`src/rtl/request_encoder.sv`:
```
// rtl/request_encoder.sv - 16:4 round-robin request encoder with pending set and valid/ready output
// Captures request pulses into a pending set and emits them one at a time as binary indices.

module request_encoder (
  input  logic        clk,
  input  logic        reset,
  input  logic        enable,
  input  logic [15:0] in,
  input  logic        ready,
  output logic [3:0]  out,
  output logic        valid,
  output logic [15:0] pending,
  output logic        overflow
);

  typedef enum logic {
    EMPTY = 1'b0,
    FULL  = 1'b1
  } state_t;

  state_t      state_q, state_d;
  logic [15:0] pending_q, pending_d;
  logic [3:0]  out_q, out_d;
  logic [3:0]  ptr_q, ptr_d;
  logic        overflow_q, overflow_d;

  logic        load;
  logic [15:0] grant_mask;
  logic [15:0] captured;
  logic [31:0] doubled;
  logic [15:0] rotated;
  logic [3:0]  offset;
  logic [3:0]  winner;
  logic        found;

  // Rotate pending so bit 0 is the line at ptr; the first set bit is then the winner's distance.
  always_comb begin
    doubled = {pending_q, pending_q} >> ptr_q;
    rotated = doubled[15:0];
    offset  = 4'd0;
    found   = 1'b0;
    for (int i = 0; i < 16; i++) begin
      if (!found && rotated[i]) begin
        offset = 4'(i);
        found  = 1'b1;
      end
    end
    winner = ptr_q + offset;
  end

  always_comb begin
    state_d    = state_q;
    out_d      = out_q;
    ptr_d      = ptr_q;
    grant_mask = 16'h0000;
    load       = ((state_q == EMPTY) || ready) && (|pending_q);
    captured   = enable ? in : 16'h0000;

    if (load) begin
      state_d    = FULL;
      out_d      = winner;
      ptr_d      = winner + 4'd1;
      grant_mask = 16'h0001 << winner;
    end else if ((state_q == FULL) && ready) begin
      state_d = EMPTY;
    end

    // A re-raise of the line being granted this edge survives the clear and is not a duplicate.
    pending_d  = (pending_q & ~grant_mask) | captured;
    overflow_d = overflow_q | (|(captured & pending_q & ~grant_mask));
  end

  always_ff @(posedge clk) begin
    if (reset) begin
      state_q    <= EMPTY;
      pending_q  <= 16'h0000;
      out_q      <= 4'd0;
      ptr_q      <= 4'd0;
      overflow_q <= 1'b0;
    end else begin
      state_q    <= state_d;
      pending_q  <= pending_d;
      out_q      <= out_d;
      ptr_q      <= ptr_d;
      overflow_q <= overflow_d;
    end
  end

  assign out      = out_q;
  assign valid    = (state_q == FULL);
  assign pending  = pending_q;
  assign overflow = overflow_q;

endmodule

```
`config.mk`:
```
export PLATFORM = sky130hd
export DESIGN_NAME = request_encoder
export DESIGN_NICKNAME = d
export VERILOG_FILES = /design/src/rtl/request_encoder.sv
export SDC_FILE = /design/constraint.sdc
export NUM_CORES = 1
export LEC_CHECK = 0
export ABC_AREA = 1
export BUFFER_PORTS_ARGS = -buffer_cell sky130_fd_sc_hd__buf_2
export CAP_MARGIN = 15
export CORE_MARGIN = 3
export CORE_UTILIZATION = 60
export CTS_BUF_LIST = sky130_fd_sc_hd__clkbuf_16
export DETAILED_ROUTE_END_ITERATION = 10
export PLACE_DENSITY = 0.9
export SLEW_MARGIN = 10
export SYNTH_ARGS = -nofsm -noshare
export SYNTH_HDL_FRONTEND = slang
export SYNTH_SLANG_ARGS = --single-unit
export TNS_END_PERCENT = 20
```
`constraint.sdc`:
```
create_clock -name clk -period 11.2 [get_ports clk]
set_input_delay 1.68 -clock clk [delete_from_list [all_inputs] [get_ports clk]]
set_output_delay 1.68 -clock clk [all_outputs]
set_load 0.005 [all_outputs]
```
==> results of run 1 <==
state kept, by name, indices dropped and copies added (netlist names):
name      flops
valid         1
out           4
overflow      1
pending      16
ptr_q         4
how the worst min path moves through the flow:
stage                                to                 from
detailed placement  out[3]$_SDFFE_PP0P_  out[3]$_SDFFE_PP0P_
floorplan           out[3]$_SDFFE_PP0P_  out[3]$_SDFFE_PP0P_
CTS                 out[3]$_SDFFE_PP0P_  out[3]$_SDFFE_PP0P_
global placement    out[3]$_SDFFE_PP0P_  out[3]$_SDFFE_PP0P_
finish              out[3]$_SDFFE_PP0P_  out[3]$_SDFFE_PP0P_
global route        out[3]$_SDFFE_PP0P_  out[3]$_SDFFE_PP0P_
metal layers:
layer	vias to the layer above	global-route usage, %
met1	1382	44.32
met5	-	0
met3	23	4.294
li1	1494	-
met4	0	7.516
met2	204	48.33
worst max-delay path, stage by stage, from the launching register on:
cell     delay [ps]
dfxtp_1         740
inv_4           220
nand2_1         140
nand3_1         110
nand3_1         170
nand3_1         100
nand2_2         140
nand2_4          80
nor2_8          130
nand4_4         120
nor2_4          140
nand4_2         110
nor4_1          290
a21o_1          190
ha_1            160
inv_1            60
fa_1            410
xnor2_1         400
inv_1           160
nor3_1          250
nand3_1         140
nand2_1         100
nand2_1          50
nor2_1          100
nand3_1          80
nor2_1           90
nor2_1           40
power by group:
| group | switching, mW | internal (mW) | leakage, nW |
|---|---|---|---|
| Sequential | 0.0492 | 0.115 | 0.216 |
| Clock | 0.0342 | 0.0712 | 0.0511 |
| Combinational | 0.470 | 0.238 | 1.14 |
cells in the final DEF (no fill, tap or decap), types with 2 or more instances in the layout:
| cell type | synthesis | layout |
|---|---|---|
| a31oi_1 | 2 | 2 |
| buf_2 | 6 | 41 |
| nor2_1 | 33 | 33 |
| clkbuf_16 | 0 | 3 |
| o21ai_0 | 8 | 8 |
| clkinv_1 | 2 | 2 |
| nand3_1 | 88 | 88 |
| inv_1 | 43 | 43 |
| o21ai_1 | 3 | 3 |
| nor3_1 | 10 | 10 |
| nand2_1 | 106 | 106 |
| nand4_1 | 5 | 5 |
| inv_4 | 2 | 2 |
| xor2_1 | 3 | 3 |
| a21oi_1 | 25 | 25 |
| nand2_2 | 17 | 17 |
| o21a_1 | 4 | 4 |
| nand2_4 | 2 | 2 |
| o2111ai_1 | 2 | 2 |
| ha_1 | 9 | 9 |
| dfxtp_1 | 26 | 26 |
| nor4_1 | 5 | 5 |
| nand3_2 | 5 | 5 |
metrics by stage:
stage / utilization [%] / hold slack, ps / power, mW
after floorplan: - / 461.8 / 0.7177
after global placement: 67.44 / 453.8 / 0.8375
after detailed placement: 67.44 / 455.9 / 0.8512
after CTS: 69.99 / 467.2 / 0.9593
after global routing: 69.99 / 518.6 / 1.073
final: 69.99 / 468.8 / 0.9770
cell type report:
class,count,area (µm²),share of cell area [%]
Timing Repair Buffer,41,205.2,7.124
Clock buffer,3,75.07,2.606
Tap cell,50,62.56,2.172
Sequential cell,26,520.5,18.07
Clock inverter,1,30.03,1.043
Inverter,48,185.2,6.429
Multi-Input combinational cell,341,1802,62.55
logic make-up after synthesis:
logic type,after synthesis
AO/OA/AOI/OAI,51
XOR/XNOR,4
adder cells (fa/ha/maj),10
buffers and inverters,66
flip-flops,26
AND/OR/NAND/NOR,276
==> impl_metrics.py, run 1 <==
metrics = {
    "cts": {
        "htreeDepth": 1,
        "cts_tree": "yes",
        "cts_buffers": 3,
        "clk_pin_slew_ps": 70,
        "post-cts-setup-buffers": 0,
        "clock_sinks": 26,
        "cts_buffer_depth": 2,
        "root_buffer": "clkbuf_16",
        "cts_resized": 0,
        "clk_latency_ps": 260,
        "cts_hold_buf": 0,
    },
    "critical_path": {
        "reg2reg_slack_ps": 6340,
        "cp_data_arrival_time_ps": 5000,
        "crit_path_end_kind": "register",
        "r2r_start": "ptr_q[0]$_SDFFE_PP0P_",
        "crit_end": "overflow$_SDFF_PP0_",
        "r2r_end": "overflow$_SDFF_PP0_",
        "required_ps": 11340,
        "startpoint_type": "register",
        "cp-startpoint": "ptr_q[0]$_SDFFE_PP0P_",
        "reg2reg_depth": 26,
        "worstPathMaxFanout": 18,
        "critical_path_class": "reg -> reg",
    },
    "routing": {
        "num_vias": 3103,
        "wl_met2_um": 3392,
        "wl_met3_um": 784,
        "first_iter_violations": 425,
        "highest_layer": "met4",
        "ant_nets": 0,
        "first_pass_iters": 5,
        "drc": 0,
        "wl_per_cell_um": 14.84,
        "wirelength_um": 7567,
        "vias_per_cell": 6.084,
        "met1_length_um": 3223,
    },
    "yosys": {
        "synth_top_family_by_area": "simple AND/OR/NAND/NOR gates",
        "synthArstFlopShare_pct": 0,
        "synth_edf_count": 0,
        "muxShareOfSynthArea_pct": 0,
        "syn_area_per_cell_um2": 6.060,
        "yosysWarnings": 0,
        "seq_area_frac_synth_pct": 19.84,
        "synth.top_cell.area_share_pct": 19.84,
        "synth_cells": 433,
        "ys.flop_type": "dfxtp_1",
        "synth_fp_nets": 463,
        "synthAdderAreaFrac_pct": 5.055,
        "synth_area_leaders": "dfxtp_1 (20%), nand3_1 (17%), nand2_1 (15%)",
        "synth_most_common_cell": "nand2_1",
        "synth_seq_cells": 26,
        "synthDistinctLibCells": 41,
        "synthSimpleGateAreaFrac_pct": 50.50,
        "synth_xor_area_share_pct": 1.335,
        "synth_common_cells": "nand2_1 (106), nand3_1 (88), inv_1 (43)",
        "synth_compound_area_share_pct": 11.78,
        "synth_area_um2": 2624,
        "synth_top_area_cell": "dfxtp_1",
    },
    "outcome": {
        "status": "finished clean",
    },
    "finish": {
        "drive_above_1_share_pct": 17.39,
        "layout.cells.non_filler": 510,
        "antennaDiodeCount": 0,
        "fin_nets": 491,
        "fill_cells": 356,
        "area_growth_pct": 9.776,
        "finalInstanceArea_um2": 2880,
    },
    "global_route": {
        "grt-ovfl-total": 0,
        "grt_pass1_vias": 2760,
        "grt_pass1_wl_um": 13050,
        "grt_use_total_pct": 30.79,
        "antenna_found_initial": 0,
        "grt_max_degree": 22,
    },
    "hold_path": {
        "hold_class": "reg -> reg",
        "holdPathStages": 2,
    },
    "power_and_ir_drop": {
        "vdd_ir_drop_max_uv": 190.6,
        "p_leak_nw": 1.408,
        "cellPowerDensity_nw_per_um2": 339.2,
    },
    "die": {
        "start_util_pct": 63.76,
        "io_pins": 42,
        "die-area_um2": 5203,
        "dieHeight_um": 72.13,
        "die_w_um": 72.13,
        "core_area_um2": 4115,
        "num_rows": 23,
    },
    "placement": {
        "dpl.cell_count": 506,
        "place_ws_ps": 6475,
        "place_hpwl_um": 5900,
        "portBuffers": 41,
        "gp_congestion": 0.9501,
        "dpl_cell_area_um2": 2775,
    },
    "sta": {
        "rsz0062_at_grt": "false",
        "skew_ps": 4.394,
        "tightest_slew_ps": 937.2,
        "slew_headroom_pct": 37.10,
        "period_needed_ps": 4865,
        "hold_viol": 0,
        "setup_ws_ps": 6335,
        "drv_slew": 0,
        "final-setup-viol-count": 0,
        "setup_tns_ps": 0,
        "fmax_mhz": 205.6,
        "min_period_over_period_pct": 43.44,
    },
    "run": {
        "drv_cap": 0,
    },
}
No activity file was read; power rests on OpenSTA's default activity.
==> run 2, diff against run 1 <==
--- a/config.mk
+++ b/config.mk
@@ -9,10 +9,10 @@
 export BUFFER_PORTS_ARGS = -buffer_cell sky130_fd_sc_hd__buf_2
 export CAP_MARGIN = 15
 export CORE_MARGIN = 3
-export CORE_UTILIZATION = 60
+export CORE_UTILIZATION = 52
 export CTS_BUF_LIST = sky130_fd_sc_hd__clkbuf_16
 export DETAILED_ROUTE_END_ITERATION = 10
-export PLACE_DENSITY = 0.9
+export PLACE_DENSITY = 0.83
 export SLEW_MARGIN = 10
 export SYNTH_ARGS = -nofsm -noshare
 export SYNTH_HDL_FRONTEND = slang
==> constraint.sdc (replaced) <==
create_clock -name clk -period 3.9 [get_ports clk]
set_input_delay 0.585 -clock clk [delete_from_list [all_inputs] [get_ports clk]]
set_output_delay 0.585 -clock clk [all_outputs]
set_load 0.005 [all_outputs]
==> run 2 against run 1 <==
Against the previous run:
- the flow now finishes with violations (negative setup slack)
- die area rose by 14%
- global-route usage fell by 1.9 points
- first-iteration DRC count rose by 38%
- maximum frequency rose by 10%
- critical path type unchanged
- critical endpoint unchanged
- largest cell class unchanged
==> impl_metrics.py, run 2 (same netlist as run 1, synthesis figures left out) <==
metrics = {
    "outcome": {
        "status": "complete, but fails checks",
        "violations": "negative setup slack",
    },
    "sta": {
        "min_period_over_period_pct": 113.1,
        "tightest_slew_ps": 1246,
        "rsz0062_at_grt": "true",
        "slew_headroom_pct": 16.39,
        "final-setup-viol-count": 20,
        "hold_viol": 0,
        "skew_ps": 6.698,
        "period_needed_ps": 4410,
        "setup_ws_ps": -510.4,
        "fmax_mhz": 226.7,
        "drv_slew": 0,
    },
    "placement": {
        "dpl.cell_count": 588,
        "gp_congestion": 0.9733,
        "portBuffers": 41,
        "place_hpwl_um": 6786,
    },
    "global_route": {
        "grt_pass1_wl_um": 14120,
        "grt_pass1_vias": 3128,
        "grt_use_total_pct": 28.85,
        "antenna_found_initial": 1,
        "grt-ovfl-total": 0,
        "grt_max_degree": 21,
    },
    "routing": {
        "ant_nets": 0,
        "first_pass_iters": 7,
        "drc": 0,
        "wirelength_um": 12130,
        "vias_per_cell": 6.383,
        "num_vias": 3881,
        "wl_per_cell_um": 19.95,
        "first_iter_violations": 586,
    },
    "power_and_ir_drop": {
        "cellPowerDensity_nw_per_um2": 1049,
        "clockPowerShare_pct": 5.2,
        "power_frac_comb_pct": 85.1,
        "pwr-share-seq_pct": 9.7,
        "switching_share_pct": 54.20,
        "p_leak_nw": 2.061,
        "power_mw": 4.356,
        "internal_power_mw": 1.995,
        "vdd_ir_drop_max_uv": 730.2,
        "p_sw_mw": 2.361,
    },
    "cts": {
        "root_buffer": "clkbuf_16",
        "clk_latency_ps": 260,
        "cts_tree": "yes",
        "clock_sinks": 26,
        "cts_buffer_depth": 2,
        "htreeDepth": 1,
        "clk_pin_slew_ps": 70,
        "cts_buffers": 3,
    },
    "finish": {
        "fill_cells": 249,
        "drive_above_1_share_pct": 49.54,
        "fin_nets": 573,
        "antennaDiodeCount": 0,
        "largest_reg_flops": 16,
        "seq_area_um2": 528.0,
        "area_growth_pct": 58.23,
        "layout.cells.non_filler": 608,
        "layout_common_cells": "nand2_1 (83), buf_4 (72), nand3_2 (59)",
        "multi_input_area_um2": 2337,
        "final_common_cell": "nand2_1",
    },
    "die": {
        "core_area_um2": 4786,
        "die_w_um": 77.04,
        "io_pins": 42,
        "num_rows": 25,
        "start_util_pct": 54.82,
        "dieHeight_um": 77.04,
        "die-area_um2": 5934,
    },
    "critical_path": {
        "r2r_start": "ptr_q[2]$_SDFFE_PP0P_",
        "required_ps": 4040,
        "critical_path_class": "reg -> reg",
        "cp-startpoint": "ptr_q[2]$_SDFFE_PP0P_",
        "worstPathMaxFanout": 17,
        "startpoint_type": "register",
        "crit_path_end_kind": "register",
        "cp_data_arrival_time_ps": 4550,
        "reg2reg_depth": 21,
    },
    "hold_path": {
        "worstHoldStart": "out[3]$_SDFFE_PP0P_",
        "holdPathStages": 2,
        "hold_class": "reg -> reg",
    },
    "run": {
        "drv_cap": 0,
    },
}
[run 2: cell count changes in the layout (fill, tap and decap cells not counted), sizes merged]
cell      delta
clkbuf       +2
clkinv       +2
buf         +78
clkinvlp     +1
bufinv       -1
inv          -1
[run 2: power by group through the flow]
| stage | logic, mW | registers (mW) | clock network, mW |
|---|---|---|---|
| after floorplan | 1.67 | 0.391 | 0 |
| after global placement | 2.62 | 0.388 | 0 |
| after detailed placement | 2.69 | 0.389 | 0 |
| after CTS | 2.87 | 0.389 | 0.224 |
| after global routing | 3.93 | 0.425 | 0.237 |
| final | 3.71 | 0.422 | 0.225 |
[run 2: path summary, 6_finish.rpt]
| path | end | slack [ps] |
|---|---|---|
| worst max-delay path | overflow$_SDFF_PP0_ | -510 |
| worst min-delay path | out[3]$_SDFFE_PP0P_ | 480 |
| worst max register to register | overflow$_SDFF_PP0_ | -510 |
| worst min register to register | out[3]$_SDFFE_PP0P_ | 480 |
[run 2: critical path: stages, from the launching register on]
cell	delay (ps)
dfxtp_1	350
inv_2	380
nand3_1	240
buf_4	200
a31oi_2	320
nor3_1	180
o41ai_2	390
o2111ai_2	220
ha_1	390
a21oi_1	190
nand2_1	110
xor2_2	170
inv_1	70
nand3_1	160
buf_4	190
nand3_1	150
nand2_1	140
nand2_1	100
nor2_1	100
nand3_1	80
nor2_1	90
nor2_1	50
[run 2: what timing repair did]
action / CTS / global route
endpoints found under the setup margin: 14 / 15
gates cloned: 0 / 5
pin swaps: 3 / 24
endpoints found under the hold margin: 0 / 0
setup buffers: 2 / 10
hold buffers: 0 / 0
resized for setup: 23 / 115
[run 2: final cells by class]
| class | instances | share of cell area [%] |
|---|---|---|
| multi-input combinational | 341 | 56.30 |
| timing repair buffer | 121 | 21.31 |
| sequential | 26 | 12.72 |
| inverter | 48 | 5.184 |
| tap | 67 | 2.019 |
| clock buffer | 3 | 1.808 |
| timing repair inverter | 2 | 0.6631 |
[run 2: per-layer routing]
| metal | GRT usage (%) | up-vias | part of all wire [%] |
|---|---|---|---|
| met2 | 51.31 | 330 | 45 |
| met5 | 0 | - | 0.16 |
| met3 | 3.404 | 122 | 9.3 |
| met4 | 9.253 | 2 | 8.5 |
| met1 | 36.05 | 1766 | 37 |
| li1 | - | 1661 | - |
[run 2: stage by stage]
step,instance area [µm²],hold WS [ps],setup WS (ps),setup TNS [ps],utilization [%]
after detailed placement,3309,475.8,-269.5,-772.2,69.15
after floorplan,2624,461.8,153.9,0,-
after global placement,3309,451.5,-166.5,-166.5,69.15
after CTS,3501,485.4,-71.24,-71.24,73.15
after global routing,4151,515.8,-603.6,-5922,86.75
final,4151,477.7,-510.4,-3843,86.75
